File: src/rtl/sm3_inpt_drvr_pkg.sv
// Purpose : shared types and helpers for the SM3 input-side message driver.
// Latency : n/a (types, constants and a pure function only).
// Backpr. : n/a.
// Contents: drvr_state_e FSM encoding, BPW_DEF/BPW_MAX byte-per-word constants,
//           byte_mask() which builds the MSB-first byte-valid mask of a last beat.
package sm3_inpt_drvr_pkg;

  typedef enum logic [1:0] {
    IDLE = 2'd0,
    SEND = 2'd1,
    DONE = 2'd2
  } drvr_state_e;

  // Bytes per beat for the default 32-bit build; the widest supported beat is 64 bits.
  localparam int DW_DEF  = 32;
  localparam int BPW_DEF = DW_DEF / 8;
  localparam int BPW_MAX = 8;

  // Mask for a beat carrying 'rem' leading valid bytes out of 'bpw' lanes.
  // Lane 0 (first byte) maps to bit bpw-1, so valid bytes fill from the top.
  // rem == 0 means the beat is completely full.
  function automatic logic [BPW_MAX-1:0] byte_mask(input int bpw, input int rem);
    logic [BPW_MAX-1:0] m;
    m = '0;
    for (int i = 0; i < BPW_MAX; i++) begin
      if (i < bpw && (rem == 0 || (bpw - 1 - i) < rem)) begin
        m[i] = 1'b1;
      end
    end
    return m;
  endfunction

endpackage

File: src/rtl/sm3_inpt_drvr_if.sv
// Purpose : beat stream between the message driver and the SM3 padder input.
// Latency : n/a (wires only).
// Backpr. : consumer drives inpt_rdy; a beat moves when inpt_vld & inpt_rdy.
// Signals : inpt_vld/inpt_d/inpt_byte_vld/inpt_lst from master, inpt_rdy from slave.
interface sm3_inpt_drvr_if #(
  parameter int DW = 32
) ();

  logic            inpt_vld;
  logic [DW-1:0]   inpt_d;
  logic [DW/8-1:0] inpt_byte_vld;
  logic            inpt_lst;
  logic            inpt_rdy;

  modport master (
    output inpt_vld,
    output inpt_d,
    output inpt_byte_vld,
    output inpt_lst,
    input  inpt_rdy
  );

  modport slave (
    input  inpt_vld,
    input  inpt_d,
    input  inpt_byte_vld,
    input  inpt_lst,
    output inpt_rdy
  );

endinterface

File: src/rtl/sm3_inpt_drvr_lfsr.sv
// Purpose : 16-bit Fibonacci LFSR (x^16+x^14+x^13+x^11+1) used to insert launch bubbles.
// Latency : bit_o reflects the register state, one step per enabled cycle.
// Backpr. : none; steps only while en_i is high.
// Ports   : clk, rst_n (async active-low), en_i step enable, bit_o = LFSR[0].
// Built only when SM3_DRVR_BUBBLE_EN is defined.
`ifdef SM3_DRVR_BUBBLE_EN
module sm3_inpt_drvr_lfsr (
  input  logic clk,
  input  logic rst_n,
  input  logic en_i,
  output logic bit_o
);

  logic [15:0] lfsr_q;
  logic        fb;

  // Taps 16,14,13,11 counted from 1 at the MSB end of a left-shifting register.
  assign fb = lfsr_q[15] ^ lfsr_q[13] ^ lfsr_q[12] ^ lfsr_q[10];

  always_ff @(posedge clk or negedge rst_n) begin
    if (!rst_n) begin
      lfsr_q <= 16'hACE1;
    end else if (en_i) begin
      lfsr_q <= {lfsr_q[14:0], fb};
    end
  end

  assign bit_o = lfsr_q[0];

endmodule
`endif

File: src/rtl/sm3_inpt_drvr.sv
// Purpose : message source for the SM3 padder; byte k of the message = seed + k (mod 256).
// Latency : first beat valid the cycle after start is accepted; then 1 beat/cycle while ready.
// Backpr. : presented beat holds stable until inpt_rdy; vld never drops without a handshake.
// Ports   : clk, rst_n (async active-low); start/msg_len/seed request (sampled in IDLE);
//           busy (SEND and DONE cycles), done (1-cycle pulse); inpt = beat stream master.
// Option  : SM3_DRVR_BUBBLE_EN adds LFSR-gated bubbles before launching a new beat.
module sm3_inpt_drvr
  import sm3_inpt_drvr_pkg::*;
#(
  parameter int DW    = 32,
  parameter int LEN_W = 16
) (
  input  logic             clk,
  input  logic             rst_n,
  input  logic             start,
  input  logic [LEN_W-1:0] msg_len,
  input  logic [7:0]       seed,
  output logic             busy,
  output logic             done,
  sm3_inpt_drvr_if.master  inpt
);

  localparam int BPW = DW / 8;
  localparam int RW  = $clog2(BPW);

  drvr_state_e      state_q;
  logic [LEN_W-1:0] last_idx_q;   // index of the final beat
  logic [BPW-1:0]   last_mask_q;  // byte-valid mask of the final beat
  logic [LEN_W-1:0] beat_q;       // index of the next beat to launch
  logic [7:0]       byte_q;       // first byte value of the next beat
  logic             vld_q;
  logic [DW-1:0]    dat_q;
  logic [BPW-1:0]   msk_q;
  logic             lst_q;
  logic             busy_q;
  logic             done_q;

  logic [BPW_MAX-1:0] mask_full;
  logic [BPW-1:0]     cap_mask;
  logic [LEN_W-1:0]   cap_last_idx;
  logic [7:0]         byte_d;
  logic               beat_lst_d;
  logic [BPW-1:0]     lmask_sel;
  logic [BPW-1:0]     beat_msk_d;
  logic [DW-1:0]      beat_dat_d;
  logic               launch_ok;
  logic               hs;
  logic               launch;

`ifdef SM3_DRVR_BUBBLE_EN
  sm3_inpt_drvr_lfsr u_lfsr (
    .clk   (clk),
    .rst_n (rst_n),
    .en_i  (state_q == SEND),
    .bit_o (launch_ok)
  );
`else
  assign launch_ok = 1'b1;
`endif

  assign hs = vld_q & inpt.inpt_rdy;

  // Contents of the beat that would be launched this cycle. In IDLE it is beat 0
  // built straight from the request inputs so vld can rise one cycle after start.
  always_comb begin
    mask_full    = byte_mask(BPW, int'(msg_len[RW-1:0]));
    cap_mask     = (msg_len == '0) ? '0 : mask_full[BPW-1:0];
    // (len-1)/BPW == ceil(len/BPW)-1; a zero-length message still sends one beat.
    cap_last_idx = (msg_len == '0) ? '0 : ((msg_len - LEN_W'(1)) >> RW);

    if (state_q == IDLE) begin
      byte_d     = seed;
      beat_lst_d = (cap_last_idx == '0);
      lmask_sel  = cap_mask;
    end else begin
      byte_d     = byte_q;
      beat_lst_d = (beat_q == last_idx_q);
      lmask_sel  = last_mask_q;
    end

    beat_msk_d = beat_lst_d ? lmask_sel : '1;

    beat_dat_d = '0;
    for (int i = 0; i < BPW; i++) begin
      if (beat_msk_d[BPW-1-i]) begin
        beat_dat_d[DW-1-8*i -: 8] = byte_d + 8'(i);
      end
    end
  end

  // In SEND a new beat may only replace an empty register or one that is being
  // accepted this cycle; the final beat's handshake ends the message instead.
  always_comb begin
    launch = 1'b0;
    case (state_q)
      IDLE:    launch = start;
      SEND:    launch = !(hs && lst_q) && (!vld_q || inpt.inpt_rdy) && launch_ok;
      default: launch = 1'b0;
    endcase
  end

  always_ff @(posedge clk or negedge rst_n) begin
    if (!rst_n) begin
      state_q     <= IDLE;
      last_idx_q  <= '0;
      last_mask_q <= '0;
      beat_q      <= '0;
      byte_q      <= '0;
      vld_q       <= 1'b0;
      dat_q       <= '0;
      msk_q       <= '0;
      lst_q       <= 1'b0;
      busy_q      <= 1'b0;
      done_q      <= 1'b0;
    end else begin
      done_q <= 1'b0;

      if (launch) begin
        vld_q  <= 1'b1;
        dat_q  <= beat_dat_d;
        msk_q  <= beat_msk_d;
        lst_q  <= beat_lst_d;
        byte_q <= byte_d + 8'(BPW);
        beat_q <= (state_q == IDLE) ? LEN_W'(1) : beat_q + LEN_W'(1);
      end else if (hs) begin
        // Accepted with nothing new to launch (last beat or a bubble).
        vld_q <= 1'b0;
        dat_q <= '0;
        msk_q <= '0;
        lst_q <= 1'b0;
      end

      case (state_q)
        IDLE: begin
          if (start) begin
            last_idx_q  <= cap_last_idx;
            last_mask_q <= cap_mask;
            busy_q      <= 1'b1;
            state_q     <= SEND;
          end
        end
        SEND: begin
          if (hs && lst_q) begin
            done_q  <= 1'b1;
            state_q <= DONE;
          end
        end
        DONE: begin
          busy_q  <= 1'b0;
          state_q <= IDLE;
        end
        default: state_q <= IDLE;
      endcase
    end
  end

  assign busy               = busy_q;
  assign done               = done_q;
  assign inpt.inpt_vld      = vld_q;
  assign inpt.inpt_d        = dat_q;
  assign inpt.inpt_byte_vld = msk_q;
  assign inpt.inpt_lst      = lst_q;

endmodule

File: src/flat_wrapper.sv
// flat-port wrapper written by rule: the top's interface ports become plain ports
module sm3_inpt_drvr_flat import sm3_inpt_drvr_pkg::*;
#(
  parameter int DW    = 32,
  parameter int LEN_W = 16
)
  (clk, rst_n, start, msg_len, seed, busy, done, inpt_inpt_vld, inpt_inpt_d, inpt_inpt_byte_vld, inpt_inpt_lst, inpt_inpt_rdy);
  sm3_inpt_drvr_if #(.DW(DW)) inpt_i ();
  input  logic clk;
  input  logic rst_n;
  input  logic start;
  input  logic [LEN_W-1:0] msg_len;
  input  logic [7:0] seed;
  output logic busy;
  output logic done;
  output wire logic [$bits(inpt_i.inpt_vld)-1:0] inpt_inpt_vld;
  output wire logic [$bits(inpt_i.inpt_d)-1:0] inpt_inpt_d;
  output wire logic [$bits(inpt_i.inpt_byte_vld)-1:0] inpt_inpt_byte_vld;
  output wire logic [$bits(inpt_i.inpt_lst)-1:0] inpt_inpt_lst;
  input wire logic [$bits(inpt_i.inpt_rdy)-1:0] inpt_inpt_rdy;
  assign inpt_inpt_vld = inpt_i.inpt_vld;
  assign inpt_inpt_d = inpt_i.inpt_d;
  assign inpt_inpt_byte_vld = inpt_i.inpt_byte_vld;
  assign inpt_inpt_lst = inpt_i.inpt_lst;
  assign inpt_i.inpt_rdy = inpt_inpt_rdy;
  sm3_inpt_drvr #(.DW(DW), .LEN_W(LEN_W)) u_core (.clk(clk), .rst_n(rst_n), .start(start), .msg_len(msg_len), .seed(seed), .busy(busy), .done(done), .inpt(inpt_i));
endmodule
File: config.mk
export PLATFORM = sky130hd
export DESIGN_NAME = sm3_inpt_drvr_flat
export DESIGN_NICKNAME = d
export VERILOG_FILES = /design/src/rtl/sm3_inpt_drvr_pkg.sv /design/src/rtl/sm3_inpt_drvr_if.sv /design/src/rtl/sm3_inpt_drvr_lfsr.sv /design/src/rtl/sm3_inpt_drvr.sv /design/src/flat_wrapper.sv
export SDC_FILE = /design/constraint.sdc
export NUM_CORES = 1
export LEC_CHECK = 0
export BUFFER_PORTS_ARGS = -buffer_cell sky130_fd_sc_hd__buf_4
export CAP_MARGIN = 40
export CORE_MARGIN = 10
export CORE_UTILIZATION = 57
export CTS_CLUSTER_DIAMETER = 60
export CTS_CLUSTER_SIZE = 12
export DETAILED_ROUTE_END_ITERATION = 8
export PLACE_DENSITY = 0.78
export SETUP_SLACK_MARGIN = 0.15
export SYNTH_ARGS = -nofsm -noshare
export SYNTH_HDL_FRONTEND = slang
export SYNTH_SLANG_ARGS = --single-unit
File: constraint.sdc
create_clock -name clk -period 2.75 [get_ports clk]
set_input_delay 0.55 -clock clk [delete_from_list [all_inputs] [get_ports clk]]
set_output_delay 0.55 -clock clk [all_outputs]
set_load 0.03 [all_outputs]
==> results of run 1 <==
## layout make-up
type	instances	area, um^2	share of cell area
clock buffers	10	127.6	0.02320
multi-input cells	344	2238	0.4069
clock inverters	6	112.6	0.02047
well taps	102	127.6	0.02320
repair buffers	97	740.7	0.1346
inverters	14	52.55	0.009552
flip-flops and latches	84	2102	0.3821
## report_power, final
| part | switching, mW | internal [mW] | total (mW) |
|---|---|---|---|
| clock network | 0.453 | 0.603 | 1.06 |
| logic | 1.36 | 0.999 | 2.36 |
| registers | 0.337 | 1.68 | 2.01 |
| total | 2.15 | 3.28 | 5.43 |
## worst max-delay path: stages
cell	delay [ns]
buf_4	0.13
or4_4	0.55
nor4_4	0.19
and3b_2	0.25
xnor2_1	0.18
a311o_4	0.31
o211ai_2	0.23
a22o_1	0.25
## repair_timing
item / 4_1_cts / 5_1_grt
gates resized for setup: 0 / 1
endpoints found under the setup margin: 0 / 2
hold buffers: 0 / 0
## cell usage after synthesis, types with 2 or more instances
master    count
inv_1        14
a32o_1        3
nand3_1      13
ha_1          9
o31ai_1       7
a31o_2        2
o21bai_1      2
xor2_1       25
nor3_1        7
a21o_1        5
nand2b_1      2
nand2_1      72
or2_2         2
a21oi_1      13
clkbuf_1     13
or3_1         2
o21ai_0      24
a31oi_1       3
nand4_1      10
buf_2         2
nor2b_1       3
nor4_1        3
dfrtp_1      84
xnor2_1      31
a22o_1       21
mux2i_1      10
and3_1        5
o211ai_4      2
nor2_1       45
## layer usage
layer	GRT usage	vias to the layer above	part of all wire
li1	-	1780	-
met1	0.2831	1831	0.47
met2	0.2991	105	0.46
met3	0.05473	13	0.059
met4	0.04614	0	0.0093
met5	0	-	0
## sequential cells by signal (all words and copies together) (netlist names)
register / flops
u_core.byte_q: 8
u_core.beat_q: 16
u_core.inpt.inpt_d: 32
u_core.done: 1
u_core.inpt.inpt_vld: 1
u_core.inpt.inpt_lst: 1
u_core.state_q: 2
u_core.inpt.inpt_byte_vld: 4
u_core.busy: 1
u_core.last_idx_q: 14
u_core.last_mask_q: 4
## how the worst max path moves through the flow
stage                                   endpoint  slack, ns  cells past startpoint
after global placement     u_core.inpt.inpt_d[2]       0.06                      8
final                      u_core.inpt.inpt_d[4]       0.36                      8
after global routing      u_core.inpt.inpt_d[15]       0.18                      8
after CTS                  u_core.inpt.inpt_d[5]       0.35                     10
after floorplan           u_core.inpt.inpt_d[28]       0.17                     10
after detailed placement   u_core.inpt.inpt_d[5]      -0.01                      8
## logic make-up after synthesis
kind of cell	after synthesis
xor gates and xnor gates	56
muxes	10
buffers and inverters	30
adders and majority gates	9
and+or+nand+nor	174
DFF	84
AOI/OAI and AO/OA	95
## through the flow
| stage | cell area, um^2 | worst slack (ns) | utilization | total power [mW] |
|---|---|---|---|---|
| 4_1_cts | 5498 | 0.3455 | 0.7189 | 5.440 |
| 3_5_place_dp | 5258 | -0.01208 | 0.6875 | 4.376 |
| 6_report | 5502 | 0.3574 | 0.7194 | 5.431 |
| 5_1_grt | 5502 | 0.1850 | 0.7194 | 5.745 |
| 2_1_floorplan | 4448 | 0.1708 | - | 3.485 |
| 3_3_place_gp | 5258 | 0.06027 | 0.6875 | 4.291 |
==> results.cfg, run 1 <==
[synthesis]
synthArstFlopShare = 1.000
synth_area_mm2 = 0.004448
syn-num-nets = 495
ys_ff_latch = 84
avgSynthCellArea_um2 = 9.712
yosys.area.top_type = dfrtp_1
synth_xor_area_frac = 0.1103
synthSimpleGateAreaFrac = 0.1814
yosys-top-cells-area = dfrtp_1, xnor2_1, nand2_1
seq_area_frac_synth = 0.4726
synth_compound_area_frac = 0.1620
netlist_instances = 458
synth_fa_ha_area_frac = 0.02532
synth_edf_count = 0
synth_top_family_by_area = simple AND/OR/NAND/NOR gates
synthMuxAreaShare = 0.02250
ys_warn_count = 0
synth_cell_types = 53
yosysTopAreaCellShare = 0.4726
synth_ff_type = dfrtp_1

[worst_setup_path]
end_kind = register
rrSetupSlack_ns = 0.36
critPathKind = in -> reg
startpoint = msg_len[2]
r2r_start = u_core.state_q[1]
arrival_ns = 2.65
cp-start-kind = input port
reg2reg_to = u_core.inpt.inpt_d[15]
worstRegToRegCells = 8
critPathRequiredTime_ns = 3.01
crit_fanout = 8

[final_layout]
diodes = 0
drive_gt1_frac = 0.2324
nets = 587
layoutNonFillerInstCount = 657
nFillCells = 551
final_cell_mix = buf_4, dfrtp_1, nand2_1
syn_to_final_growth_pct = 23.69
final_common_cell = buf_4

[routing]
drtIter0Drc = 280
vias_per_cell = 5.676
num_vias = 3729
dr.pass1.iters = 4
finalWirelength_um = 11430
antenna_left = 0
drc = 0
wl_per_cell_um = 17.40

[sta]
post-route-period-util = 0.8700
setup_viol = 0
finalHoldViolations = 0
max_slew.worst_pin.slew_ns = 0.8077
rsz0062_at_grt = false
fin_setup_tns_ns = 0
max_clock_freq_mhz = 418.0
fin_crit_ns = 2.393
holdWs_ns = 0.1251
slew_headroom = 0.4602
drv_slew = 0
fin_skew_ns = 0.01326

[clock_network]
clock_sinks = 84
clockRootBuffer = clkbuf_8
clk_pin_slew_ns = 0.09
clockBufferDepth = 2
insertion_delay_ns = 0.36
cts_tree = built
post_cts_buffers = 0
cts_max_level = 3
cts_inserted_buffers = 9

[worst_hold_path]
hp-class = in -> async

[placed_design]
gp_congestion = 0.8778
portBuffers = 67
post-dp-hpwl_um = 8610
post-place-cells = 641

[floorplan]
die-height_um = 108.3
die_w_um = 108.3
row_count = 32
die-area_mm2 = 0.01174
start_util = 0.5816
core_area_mm2 = 0.007647
io_pins = 68

[pwr]
vdd.ir_drop.worst_uv = 613.9
leakagePower_nw = 2.557
pwr_density_cell_mw_per_mm2 = 987.1

[run_status]
outcome = complete, no violations

[grt]
grt_pass1_vias = 3740
grt_overflow = 0
antenna_found_initial = 0
grt_usage = 0.2001
grt_pass1_wl_um = 18930
grt_max_degree = 53

[flow_run]
maxCapViolCount = 0
No activity file was read; power rests on OpenSTA's default activity.
==> run 2, diff against run 1 <==
- CORE_ASPECT_RATIO: unset -> 0.5
==> results.cfg, run 2 (synthesis gave the netlist of run 1 again) <==
[sta]
rsz0062_at_grt = false
post-route-period-util = 0.8912
max_clock_freq_mhz = 408.0
fin_ws_ns = 0.2991
fin_crit_ns = 2.451
finalHoldViolations = 0
drv_slew = 0
max_slew.worst_pin.slew_ns = 0.8403
fin_skew_ns = 0.007951
slew_headroom = 0.4384
setup_viol = 0

[routing]
finalWirelength_um = 11120
dr.pass1.iters = 5
drtIter0Drc = 321
wl_per_cell_um = 16.87
vias_per_cell = 5.601
antenna_left = 0
num_vias = 3691
drc = 0

[worst_setup_path]
rrSetupSlack_ns = 0.30
arrival_ns = 2.68
worstRegToRegCells = 9
end_kind = register
reg2reg_to = u_core.inpt.inpt_d[7]
critical-path-top-delay-family = compound AO/OA/AOI/OAI gates
r2r_start = u_core.state_q[1]
critPathKind = reg -> reg
crit_chain = nor2_1 > buf_4 > mux2i_1 > inv_1 > ha_1 > a21oi_1 > nor2_1 > xnor2_1 > a22o_1
cpMostUsedCell = nor2_1
crit_slowest_cell = dfrtp_1
crit_fanout = 13
critPathMaxStageDelay_ns = 0.46
critPathRequiredTime_ns = 2.98
cp-start-kind = register
critPathBufInv = 2

[pwr]
combPwrFrac = 0.408
p_total_mw = 5.710
p_seq_frac = 0.351
switching_power_mw = 2.155
vdd.ir_drop.worst_uv = 716.7
internal_power_mw = 3.555
leakagePower_nw = 2.597
p_clk_frac = 0.240
switching_share = 0.3774
pwr_density_cell_mw_per_mm2 = 1022

[floorplan]
die_w_um = 144.9
die-area_mm2 = 0.01195
row_count = 22
die-height_um = 82.47
io_pins = 68
core_area_mm2 = 0.007460
start_util = 0.5963

[grt]
grt_overflow = 0
grt_usage = 0.1909
antenna_found_initial = 0
grt_pass1_wl_um = 18370
grt_max_degree = 45
grt_pass1_vias = 3686

[placed_design]
dp_slack_ns = -0.1042
post-dp-hpwl_um = 8082
post-place-cells = 643
gp_congestion = 0.9103
portBuffers = 67

[final_layout]
layoutNonFillerInstCount = 659
seq_area_mm2 = 0.002102
diodes = 0
drive_gt1_frac = 0.2287
multiInputGateArea_mm2 = 0.002243
syn_to_final_growth_pct = 25.57
largest_reg_flops = 32
final_common_cell = buf_4
nFillCells = 545
final_util = 0.7487
nets = 583
final_cell_mix = buf_4, dfrtp_1, nand2_1

[clock_network]
clk_pin_slew_ns = 0.06
cts_max_level = 3
clockBufferDepth = 2
post_cts_buffers = 0
cts_tree = built
clock_sinks = 84
clockRootBuffer = clkbuf_16
insertion_delay_ns = 0.35
cts_resized = 0
cts_hold_buf = 0
cts_inserted_buffers = 9

[worst_hold_path]
hp-class = in -> async

[flow_run]
maxCapViolCount = 0

[run_status]
outcome = complete, no violations
## run 2: power by group through the flow
| stage | registers, mW | logic, mW | clock network, mW |
|---|---|---|---|
| after floorplan | 2.37 | 1.12 | 0 |
| after global placement | 2.01 | 2.28 | 0 |
| after detailed placement | 2.01 | 2.32 | 0 |
| after CTS | 2.00 | 2.35 | 1.39 |
| after global routing | 2.06 | 2.55 | 1.45 |
| final | 2.01 | 2.33 | 1.37 |
## run 2: worst max path at each step
stage	endpoint	start	cells after the start	slack (ns)
2_1_floorplan	u_core.inpt.inpt_d[28]	msg_len[1]	10	0.17
3_3_place_gp	u_core.inpt.inpt_d[6]	msg_len[3]	8	0.06
3_5_place_dp	u_core.inpt.inpt_d[7]	msg_len[1]	11	-0.10
4_1_cts	u_core.inpt.inpt_d[7]	msg_len[1]	11	0.25
5_1_grt	u_core.inpt.inpt_d[5]	u_core.state_q[1]	10	0.15
6_report	u_core.inpt.inpt_d[7]	u_core.state_q[1]	9	0.30
## run 2: per-stage QoR
step / hold WS [ns] / cell area [um^2] / TNS (ns)
finish: 0.1959 / 5585 / 0
global route: 0.2353 / 5585 / 0
CTS: 0.2106 / 5577 / 0
detailed placement: 0.4669 / 5235 / -0.8215
global placement: 0.4615 / 5235 / 0
floorplan: 0.2544 / 4448 / 0
## run 2: final cells by class
type / instances / area share
inverter: 14 / 0.009409
multi-input combinational: 344 / 0.4017
tap: 108 / 0.02419
timing repair buffer: 93 / 0.1272
clock inverter: 6 / 0.02016
clock buffer: 10 / 0.04099
sequential: 84 / 0.3763
## run 2: layer usage
| layer | global-route usage | wire length, um | vias to the layer above |
|---|---|---|---|
| li1 | - | - | 1773 |
| met1 | 0.2305 | 4800 | 1771 |
| met2 | 0.3292 | 5522 | 124 |
| met3 | 0.06186 | 648 | 23 |
| met4 | 0.05364 | 148 | 0 |
| met5 | 0 | 0 | - |
